File: src/rtl/intra_pkg.sv
// Shared constants, sample type and helpers for the intra X/Y exchange and write-address stages.
package intra_pkg;

  localparam int BIT_DEPTH_DEF = 8;
  localparam int BLK_DEF       = 8;

  typedef logic [BIT_DEPTH_DEF-1:0] sample_t;

  function automatic int log2c(input int v);
    int r;
    r = 0;
    for (int i = 0; i < 31; i++)
      if ((1 << i) < v) r = i + 1;
    return r;
  endfunction

  function automatic logic xpose_flag(input logic mode_hor, input logic is_inter);
    return mode_hor && !is_inter;
  endfunction

endpackage

File: src/rtl/intra_xpose_bank.sv
// One BLKxBLK sample bank: row write port, block tag registers, combinational direct/transposed row read.
module intra_xpose_bank
  import intra_pkg::*;
#(
  parameter int BIT_DEPTH = BIT_DEPTH_DEF,
  parameter int BLK       = BLK_DEF,
  parameter int CW        = 3,
  localparam int IW       = log2c(BLK),
  localparam int ROW_W    = BLK * BIT_DEPTH
) (
  input  logic             clk,
  input  logic             we,
  input  logic [IW-1:0]    wr_idx,
  input  logic [ROW_W-1:0] wr_row,
  input  logic             tag_we,
  input  logic             mode_hor,
  input  logic             is_inter,
  input  logic [CW-1:0]    tag_x_in,
  input  logic [CW-1:0]    tag_y_in,
  input  logic [IW-1:0]    rd_idx,
  output logic [ROW_W-1:0] rd_row,
  output logic             xpose,
  output logic [CW-1:0]    tag_x,
  output logic [CW-1:0]    tag_y
);

  logic [ROW_W-1:0] mem [BLK];

  // Storage and tags carry no reset; validity lives in the top-level full flags.
  always_ff @(posedge clk) begin
    if (we) mem[wr_idx] <= wr_row;
    if (tag_we) begin
      xpose <= xpose_flag(mode_hor, is_inter);
      tag_x <= tag_x_in;
      tag_y <= tag_y_in;
    end
  end

  always_comb begin
    rd_row = '0;
    for (int c = 0; c < BLK; c++)
      rd_row[c*BIT_DEPTH +: BIT_DEPTH] = xpose ? mem[c][rd_idx*BIT_DEPTH +: BIT_DEPTH]
                                               : mem[rd_idx][c*BIT_DEPTH +: BIT_DEPTH];
  end

endmodule

File: src/rtl/intra_xpose_pingpong.sv
// Two-bank ping-pong row buffer that transposes intra horizontal-class blocks on readout.
// Optional block/transpose performance counters are enabled by defining INTRA_XPOSE_CNT_EN.
module intra_xpose_pingpong
  import intra_pkg::*;
#(
  parameter int BIT_DEPTH = BIT_DEPTH_DEF,
  parameter int BLK       = BLK_DEF,
  parameter int CW        = 3,
  localparam int IW       = log2c(BLK),
  localparam int ROW_W    = BLK * BIT_DEPTH
) (
  input  logic             clk,
  input  logic             arst_n,
  input  logic             in_valid,
  output logic             in_ready,
  input  logic             in_first,
  input  logic             in_mode_hor,
  input  logic             in_is_inter,
  input  logic [CW-1:0]    in_x,
  input  logic [CW-1:0]    in_y,
  input  logic [ROW_W-1:0] in_row,
  output logic             out_valid,
  input  logic             out_ready,
  output logic [ROW_W-1:0] out_row,
  output logic [IW-1:0]    out_idx,
  output logic             out_last,
  output logic [CW-1:0]    out_x,
  output logic [CW-1:0]    out_y,
  output logic             err_resync
`ifdef INTRA_XPOSE_CNT_EN
  ,
  output logic [15:0]      perf_blk_cnt,
  output logic [15:0]      perf_xpose_cnt
`endif
);

  logic [1:0]       full;
  logic             wr_bank, rd_bank;
  logic [IW-1:0]    wr_cnt, rd_cnt;
  logic             accept, resync, wr_done, rd_hs, rd_done;
  logic [IW-1:0]    wr_idx;
  logic [ROW_W-1:0] bank_row [2];
  logic [CW-1:0]    bank_x [2];
  logic [CW-1:0]    bank_y [2];
  logic [1:0]       bank_xp;

  assign in_ready  = !full[wr_bank];
  assign out_valid = full[rd_bank];
  assign accept    = in_valid && in_ready;
  // A first row always lands in row 0, discarding whatever partial block preceded it.
  assign wr_idx    = in_first ? '0 : wr_cnt;
  assign resync    = accept && in_first && (wr_cnt != '0);
  assign wr_done   = accept && (wr_idx == IW'(BLK - 1));
  assign rd_hs     = out_valid && out_ready;
  assign rd_done   = rd_hs && (rd_cnt == IW'(BLK - 1));

  for (genvar b = 0; b < 2; b++) begin : g_bank
    intra_xpose_bank #(.BIT_DEPTH(BIT_DEPTH), .BLK(BLK), .CW(CW)) u_bank (
      .clk      (clk),
      .we       (accept && (wr_bank == 1'(b))),
      .wr_idx   (wr_idx),
      .wr_row   (in_row),
      .tag_we   (accept && in_first && (wr_bank == 1'(b))),
      .mode_hor (in_mode_hor),
      .is_inter (in_is_inter),
      .tag_x_in (in_x),
      .tag_y_in (in_y),
      .rd_idx   (rd_cnt),
      .rd_row   (bank_row[b]),
      .xpose    (bank_xp[b]),
      .tag_x    (bank_x[b]),
      .tag_y    (bank_y[b])
    );
  end

  // Outputs are forced to zero while idle so uninitialised storage never shows.
  assign out_row  = out_valid ? bank_row[rd_bank] : '0;
  assign out_idx  = rd_cnt;
  assign out_last = (rd_cnt == IW'(BLK - 1));
  assign out_x    = !out_valid ? '0 : (bank_xp[rd_bank] ? bank_y[rd_bank] : bank_x[rd_bank]);
  assign out_y    = !out_valid ? '0 : (bank_xp[rd_bank] ? bank_x[rd_bank] : bank_y[rd_bank]);

  // A completing write and a completing read always target different banks.
  always_ff @(posedge clk or negedge arst_n) begin
    if (!arst_n) begin
      full       <= '0;
      wr_bank    <= 1'b0;
      rd_bank    <= 1'b0;
      wr_cnt     <= '0;
      rd_cnt     <= '0;
      err_resync <= 1'b0;
    end else begin
      err_resync <= resync;
      if (accept) begin
        wr_cnt <= wr_done ? '0 : wr_idx + 1'b1;
        if (wr_done) begin
          full[wr_bank] <= 1'b1;
          wr_bank       <= ~wr_bank;
        end
      end
      if (rd_hs) begin
        rd_cnt <= rd_done ? '0 : rd_cnt + 1'b1;
        if (rd_done) begin
          full[rd_bank] <= 1'b0;
          rd_bank       <= ~rd_bank;
        end
      end
    end
  end

`ifdef INTRA_XPOSE_CNT_EN
  always_ff @(posedge clk or negedge arst_n) begin
    if (!arst_n) begin
      perf_blk_cnt   <= '0;
      perf_xpose_cnt <= '0;
    end else if (rd_done) begin
      if (perf_blk_cnt != 16'hFFFF) perf_blk_cnt <= perf_blk_cnt + 16'd1;
      if (bank_xp[rd_bank] && perf_xpose_cnt != 16'hFFFF) perf_xpose_cnt <= perf_xpose_cnt + 16'd1;
    end
  end
`endif

endmodule

File: config.mk
export PLATFORM = sky130hd
export DESIGN_NAME = intra_xpose_pingpong
export DESIGN_NICKNAME = d
export VERILOG_FILES = /design/src/rtl/intra_pkg.sv /design/src/rtl/intra_xpose_bank.sv /design/src/rtl/intra_xpose_pingpong.sv
export SDC_FILE = /design/constraint.sdc
export NUM_CORES = 1
export LEC_CHECK = 0
export CAP_MARGIN = 25
export CELL_PAD_IN_SITES_DETAIL_PLACEMENT = 1
export CELL_PAD_IN_SITES_GLOBAL_PLACEMENT = 1
export CORE_MARGIN = 1
export CORE_UTILIZATION = 45
export DETAILED_ROUTE_END_ITERATION = 8
export PLACE_DENSITY_LB_ADDON = 0.1
export SLEW_MARGIN = 15
export SYNTH_ARGS = -nofsm -noshare
export SYNTH_HDL_FRONTEND = slang
export SYNTH_HIERARCHICAL = 1
export SYNTH_SLANG_ARGS = --single-unit
File: constraint.sdc
create_clock -name clk -period 19.1 [get_ports clk]
set_clock_uncertainty 0.2 [all_clocks]
set_input_delay 3.82 -clock clk [delete_from_list [all_inputs] [get_ports clk]]
set_output_delay 3.82 -clock clk [all_outputs]
set_load 0.02 [all_outputs]
* Yosys cells after proc, flatten, opt, wreduce, memory -nomap -nowiden
Memories as Yosys holds them, arrays and structs flattened.
Cells that the tools add are included.
** Word-level totals
- Word-level logic and storage cells :: 114
- RAM bits :: 1024
- Output and inout port bits :: 77
- Memories kept :: 2
- Input port bits :: 77
- Register bits :: 25
** Operators by class
- Multiplexer cells :: 51
- Order comparisons :: 5
- Add/sub/neg operators :: 2
- Equal/unequal tests :: 2
- Reduce and logical (&&, ||, !) cells :: 18
- Shift-type cells :: 16
- Bitwise operators :: 6
** Memory list
- g_bank[0].u_bank.mem :: words 8, width 64, read ports 9, clocked after memory_dff 0, wr ports 1, RTL line intra_xpose_bank.sv:27 : logic [ROW_W-1:0] mem [BLK];
- g_bank[1].u_bank.mem :: words 8, width 64, read ports 9, clocked after memory_dff 0, wr ports 1, RTL line intra_xpose_bank.sv:27
** Operator list (count)
- 64-bit by 7-bit indexed part select with 8-bit output :: 16
- 64-bit 2-to-1 mux :: 4
- 8-bit 2-to-1 mux :: 16
- 3-bit 2-to-1 mux :: 13
- 1-bit logical AND :: 13
- 1-bit 2-to-1 mux :: 12
- 2-bit 2-to-1 mux :: 4
- 3-bit by 1-bit adder with 3-bit output, second input constant :: 2
- 3-bit equality test, second input constant :: 2
- 1-bit by 2-bit < comparator with 1-bit output, second input constant :: 2
- 2-bit AND reduction :: 2
- 3-bit nonzero test :: 1
- 2-bit AND :: 1
- 1-bit demux with 1-bit select :: 2
- 1-bit >= comparator, second input constant :: 2
- 2-bit >= comparator, second input constant :: 1
- 1-bit zero test :: 2
- 1-bit inverter :: 2
- 1-bit inverter with 2-bit output :: 1
- 2-bit inverter :: 1
- 2-bit OR :: 1

* Logic depth before layout (Yosys ltp)
- Depth in word-level cells :: 10
- Mapped depth :: 11
- Mapped depth without buffers :: 6

* Cells and area by module
The synthesis kept the hierarchy.
** By module, submodules not included
- intra_xpose_bank :: seq. area each 15584.9 µm², area each 23125.9 µm², times used 2, cells an instance 1107
- intra_xpose_pingpong :: seq. area each 275.3 µm², area each 1769.2 µm², times used 1, cells an instance 208

* Least setup slack after synthesis
No wires, ideal clock.
- Path kind :: input port to flip-flop
- From :: input in_valid
- To :: memory g_bank[0].u_bank/mem[4][0] (netlist bit), enable pin
- Data required time :: 18335 ps
- Stages :: 3
- Path buffers :: 0
- Arrival :: 8530 ps
- Setup time :: 565 ps
- Path slack :: 9806 ps
- Cell sequence :: nor3b_1 > nand2_1 > nor3_1
** Between the ends
- Word-level cells in the longest chain between the ends :: 4
** RTL lines
- from (decl) :: RTL line intra_xpose_pingpong.sv:14 : input logic in_valid,
- 1-bit logical AND :: RTL line intra_xpose_pingpong.sv:49 : assign accept = in_valid && in_ready;
- 1-bit logical AND :: RTL line intra_xpose_pingpong.sv:60 : .we (accept && (wr_bank == 1'(b))),
- 1-bit 2-to-1 mux :: RTL line intra_xpose_bank.sv:31 : if (we) mem[wr_idx] <= wr_row;
- 1-bit 2-to-1 mux (not written as such) :: RTL line intra_xpose_bank.sv:31
- to (decl) :: RTL line intra_xpose_bank.sv:27
No other way between the ends.

==> impl_metrics.prom <==
# TYPE chip_impl_metric gauge
chip_impl_metric{name="global_route_total_usage_across_every_layer",unit=""} 0.287
chip_impl_metric{name="post-dp-hpwl",unit="microns"} 95900
chip_impl_metric{name="worst-endpoint-required",unit="ns"} 15.08
chip_impl_metric{name="async_flop_share",unit=""} 0.0105
chip_impl_metric{name="cts.reportedPaths.clkPinSlew",unit="ns"} 0.05
chip_impl_metric{name="maxCapViolCount",unit=""} 0
chip_impl_metric{name="irDropWorstVdd",unit="uV"} 128
chip_impl_metric{name="insertion_delay",unit="ns"} 0.69
chip_impl_metric{name="timing.critical_path.slowest_cell_delay",unit="ns"} 0.95
chip_impl_metric{name="postCtsSetupBuffers",unit=""} 0
chip_impl_metric{name="worst_slew_margin_rel",unit=""} 0.253
chip_impl_metric{name="cts_hold_buf",unit=""} 0
chip_impl_info{name="cp_cell_sequence",value="buf_12 > buf_6 > buf_4 > mux4_2 > a211oi_1 > a21oi_1 > mux2i_1 > nor2_1 > clkdlybuf4s50_1"} 1
chip_impl_metric{name="grt.met1_usage",unit=""} 0.387
chip_impl_metric{name="postSynthNetCount",unit=""} 2503
chip_impl_metric{name="rows",unit=""} 119
chip_impl_metric{name="number_of_cts_inserted_buffers",unit=""} 111
chip_impl_info{name="critical_path.endpoint_type",value="output pin"} 1
chip_impl_metric{name="yosysUniqueCellTypes",unit=""} 39
chip_impl_metric{name="grt_max_degree",unit=""} 162
chip_impl_metric{name="count_of_flip_flops_with_a_built_in_enable_after_synthesis",unit=""} 1038
chip_impl_metric{name="die_h",unit="microns"} 329
chip_impl_metric{name="final_max_slew_viols",unit=""} 0
chip_impl_metric{name="design.die.area",unit="sq mm"} 0.108
chip_impl_metric{name="antenna_found_initial",unit=""} 15
chip_impl_metric{name="tritoncts_num_sinks",unit=""} 1049
chip_impl_metric{name="antenna_violating_nets_post_route",unit=""} 0
chip_impl_info{name="cts.root.buffer_cell",value="clkbuf_16"} 1
chip_impl_metric{name="placement.io_buffers",unit=""} 153
chip_impl_info{name="violations",value="design-rule violations"} 1
chip_impl_info{name="grt_busiest_layer",value="met2"} 1
chip_impl_metric{name="drt_pre_antenna_iters",unit=""} 7
chip_impl_metric{name="power.leakage",unit="nW"} 16.7
chip_impl_metric{name="worst-path-max-fanout",unit=""} 124
chip_impl_metric{name="core",unit="sq mm"} 0.106
chip_impl_metric{name="io-pin-count",unit=""} 154
chip_impl_info{name="rsz0062_at_grt",value="false"} 1
chip_impl_info{name="run_status",value="complete, but fails checks"} 1
chip_impl_info{name="critical_path.top_delay_family",value="buffers and inverters"} 1
chip_impl_metric{name="cts_htree_levels",unit=""} 3
chip_impl_metric{name="layout-drive-gt1-share",unit=""} 0.286
chip_impl_metric{name="cts.path.max_buffers",unit=""} 3
chip_impl_metric{name="power",unit="mW"} 7.50
chip_impl_metric{name="yosysWarningCount",unit=""} 6
chip_impl_metric{name="vias_in_the_first_global_route",unit=""} 28800
chip_impl_metric{name="area_growth",unit="%"} 13.9
chip_impl_metric{name="synth.ff_latch_count",unit=""} 1049
chip_impl_metric{name="drt_wl_total",unit="microns"} 153000
chip_impl_metric{name="grt_first_pass_wirelength",unit="microns"} 219000
chip_impl_metric{name="yosysSeqAreaShare",unit=""} 0.655
chip_impl_metric{name="synth_area_per_cell",unit="sq um"} 19.8
chip_impl_metric{name="setup_viol",unit=""} 0
chip_impl_metric{name="pwr_density_cell",unit="mW/mm^2"} 137
chip_impl_metric{name="finalCritPeriodShare",unit=""} 0.534
chip_impl_metric{name="max_clock_freq",unit="GHz"} 0.0981
chip_impl_metric{name="critical_path_arrival",unit="ns"} 6.18
chip_impl_metric{name="postCtsResizedCells",unit=""} 0
chip_impl_metric{name="die_w",unit="microns"} 329
chip_impl_metric{name="drt_iter0_drc",unit=""} 2818
chip_impl_info{name="top_flip_flop_cell_by_instance_count_after_synthesis",value="edfxtp_1"} 1
chip_impl_metric{name="mappedNetlistArea",unit="sq mm"} 0.0480
chip_impl_metric{name="final_hold_viol_count",unit=""} 0
chip_impl_metric{name="synthesis.instances",unit=""} 2422
chip_impl_metric{name="detail_route.drc_violations",unit=""} 42
chip_impl_metric{name="finalWeightedCongestion",unit=""} 0.847
chip_impl_info{name="cts_tree",value="done"} 1
chip_impl_metric{name="worst_pin_slew",unit="ns"} 1.12
chip_impl_metric{name="global_route.usage.met3",unit=""} 0.0501
chip_impl_metric{name="grt.overflow.total",unit=""} 0
chip_impl_metric{name="vias_per_cell",unit=""} 6.64
chip_impl_metric{name="setup_total_negative_slack",unit="ns"} 0
chip_impl_metric{name="groute.layer.met2.usage",unit=""} 0.476
chip_impl_info{name="worst_path_max_delay_cell",value="dfrtp_4"} 1
chip_impl_metric{name="initial_util",unit=""} 0.455
chip_impl_info{name="holdCritPathClass",value="reg -> reg"} 1
chip_impl_metric{name="detailroute.via_count",unit=""} 27000
chip_impl_metric{name="layout.nets",unit=""} 2650
chip_impl_info{name="crit_path_start_kind",value="flip-flop"} 1
chip_impl_metric{name="timing.final.crit_period",unit="ns"} 10.20
chip_impl_metric{name="crit_buf_inv",unit=""} 4
chip_impl_metric{name="routed_wire_length_per_instance",unit="microns"} 37.6
chip_impl_info{name="path_class",value="reg -> out"} 1
## power breakdown
| part | leakage [nW] | switching [mW] | total (mW) | internal (mW) |
|---|---|---|---|---|
| logic | 5.34 | 1.37 | 2.56 | 1.20 |
| registers | 9.51 | 0.0980 | 2.77 | 2.67 |
| clock network | 1.79 | 0.910 | 2.17 | 1.26 |
| total | 16.7 | 2.37 | 7.50 | 5.13 |
## per-stage QoR
stage          hold WS [ns]  cells  setup WS, ns  area [sq um]   util
3_3_place_gp          0.294   3840          9.31         50900  0.482
3_5_place_dp          0.332   3844          9.19         51000  0.483
2_1_floorplan         0.280   2422          9.81         48000      -
5_1_grt               0.370   4058          8.40         54700  0.518
6_report              0.342   4062          8.90         54700  0.518
4_1_cts               0.347   4053          8.44         54600  0.517
## area by class of cell
type                       count  area (sq um)
fill                        9286         50900
sequential                  1049         31500
multi-input combinational   1177         15600
clock buffer                 140          2980
timing repair buffer         221          2180
tap                         1391          1740
clock inverter                69           653
inverter                       9          33.8
antenna                        6          15.0
## synthesized netlist by cell type, drive strengths merged, types with 18 or more instances
library cell	number	share of area
edfxtp	1038	0.65
mux4	490	0.23
nor2	157	0.012
o22ai	154	0.020
buf	149	0.019
mux2i	115	0.024
nand2	56	0.0044
a22oi	40	0.0063
clkbuf	38	0.0030
a21oi	28	0.0029
a221o	18	0.0038
a22o	18	0.0033
## registers in the layout, indices dropped and copies added, names as in the netlist, 2 cells and up
name,count
full,2
g_bank.u_bank/tag_x,6
wr_cnt,3
g_bank.u_bank/tag_y,6
out_idx,3
g_bank.u_bank/xpose,2
g_bank.u_bank/mem,1024
## routing by layer
layer | wire, microns | share of wire
met2 | 75700 | 0.50
met3 | 11000 | 0.072
met4 | 5120 | 0.034
met1 | 60700 | 0.40
met5 | 23 | 0.00015
## final timing paths
kind / to / slack [ns] / from / cells after the start
hold / removal: wr_cnt[1] / 0.34 / wr_cnt[1] / 1
max in group asynchronous: out_idx[0] / 14.91 / arst_n / 1
min in group asynchronous: wr_bank / 3.32 / arst_n / 1
hold reg to reg: wr_cnt[1] / 0.34 / wr_cnt[1] / 1
setup / recovery: out_row[32] / 8.90 / out_idx[0] / 9
setup reg to reg: rd_bank / 15.32 / out_idx[1] / 7
## cells by family after synthesis
| family | synth area share |
|---|---|
| flops | 0.655 |
| mux | 0.255 |
| compound gates | 0.0435 |
| simple gates | 0.0221 |
| buf+inv | 0.0231 |
| fa+ha+maj | 0.00104 |
## cells in the final DEF, fill, tap and decap left out, types with 28 or more instances in the layout
cell type,instances
buf_4,57
mux4_2,490
clkinv_2,29
mux2i_1,112
edfxtp_1,1038
nand2_1,52
nor2_1,141
o22ai_1,154
clkdlybuf4s50_1,153
clkbuf_16,113
a21oi_1,28
a22oi_1,40
Power figures use the tool's default switching activity.
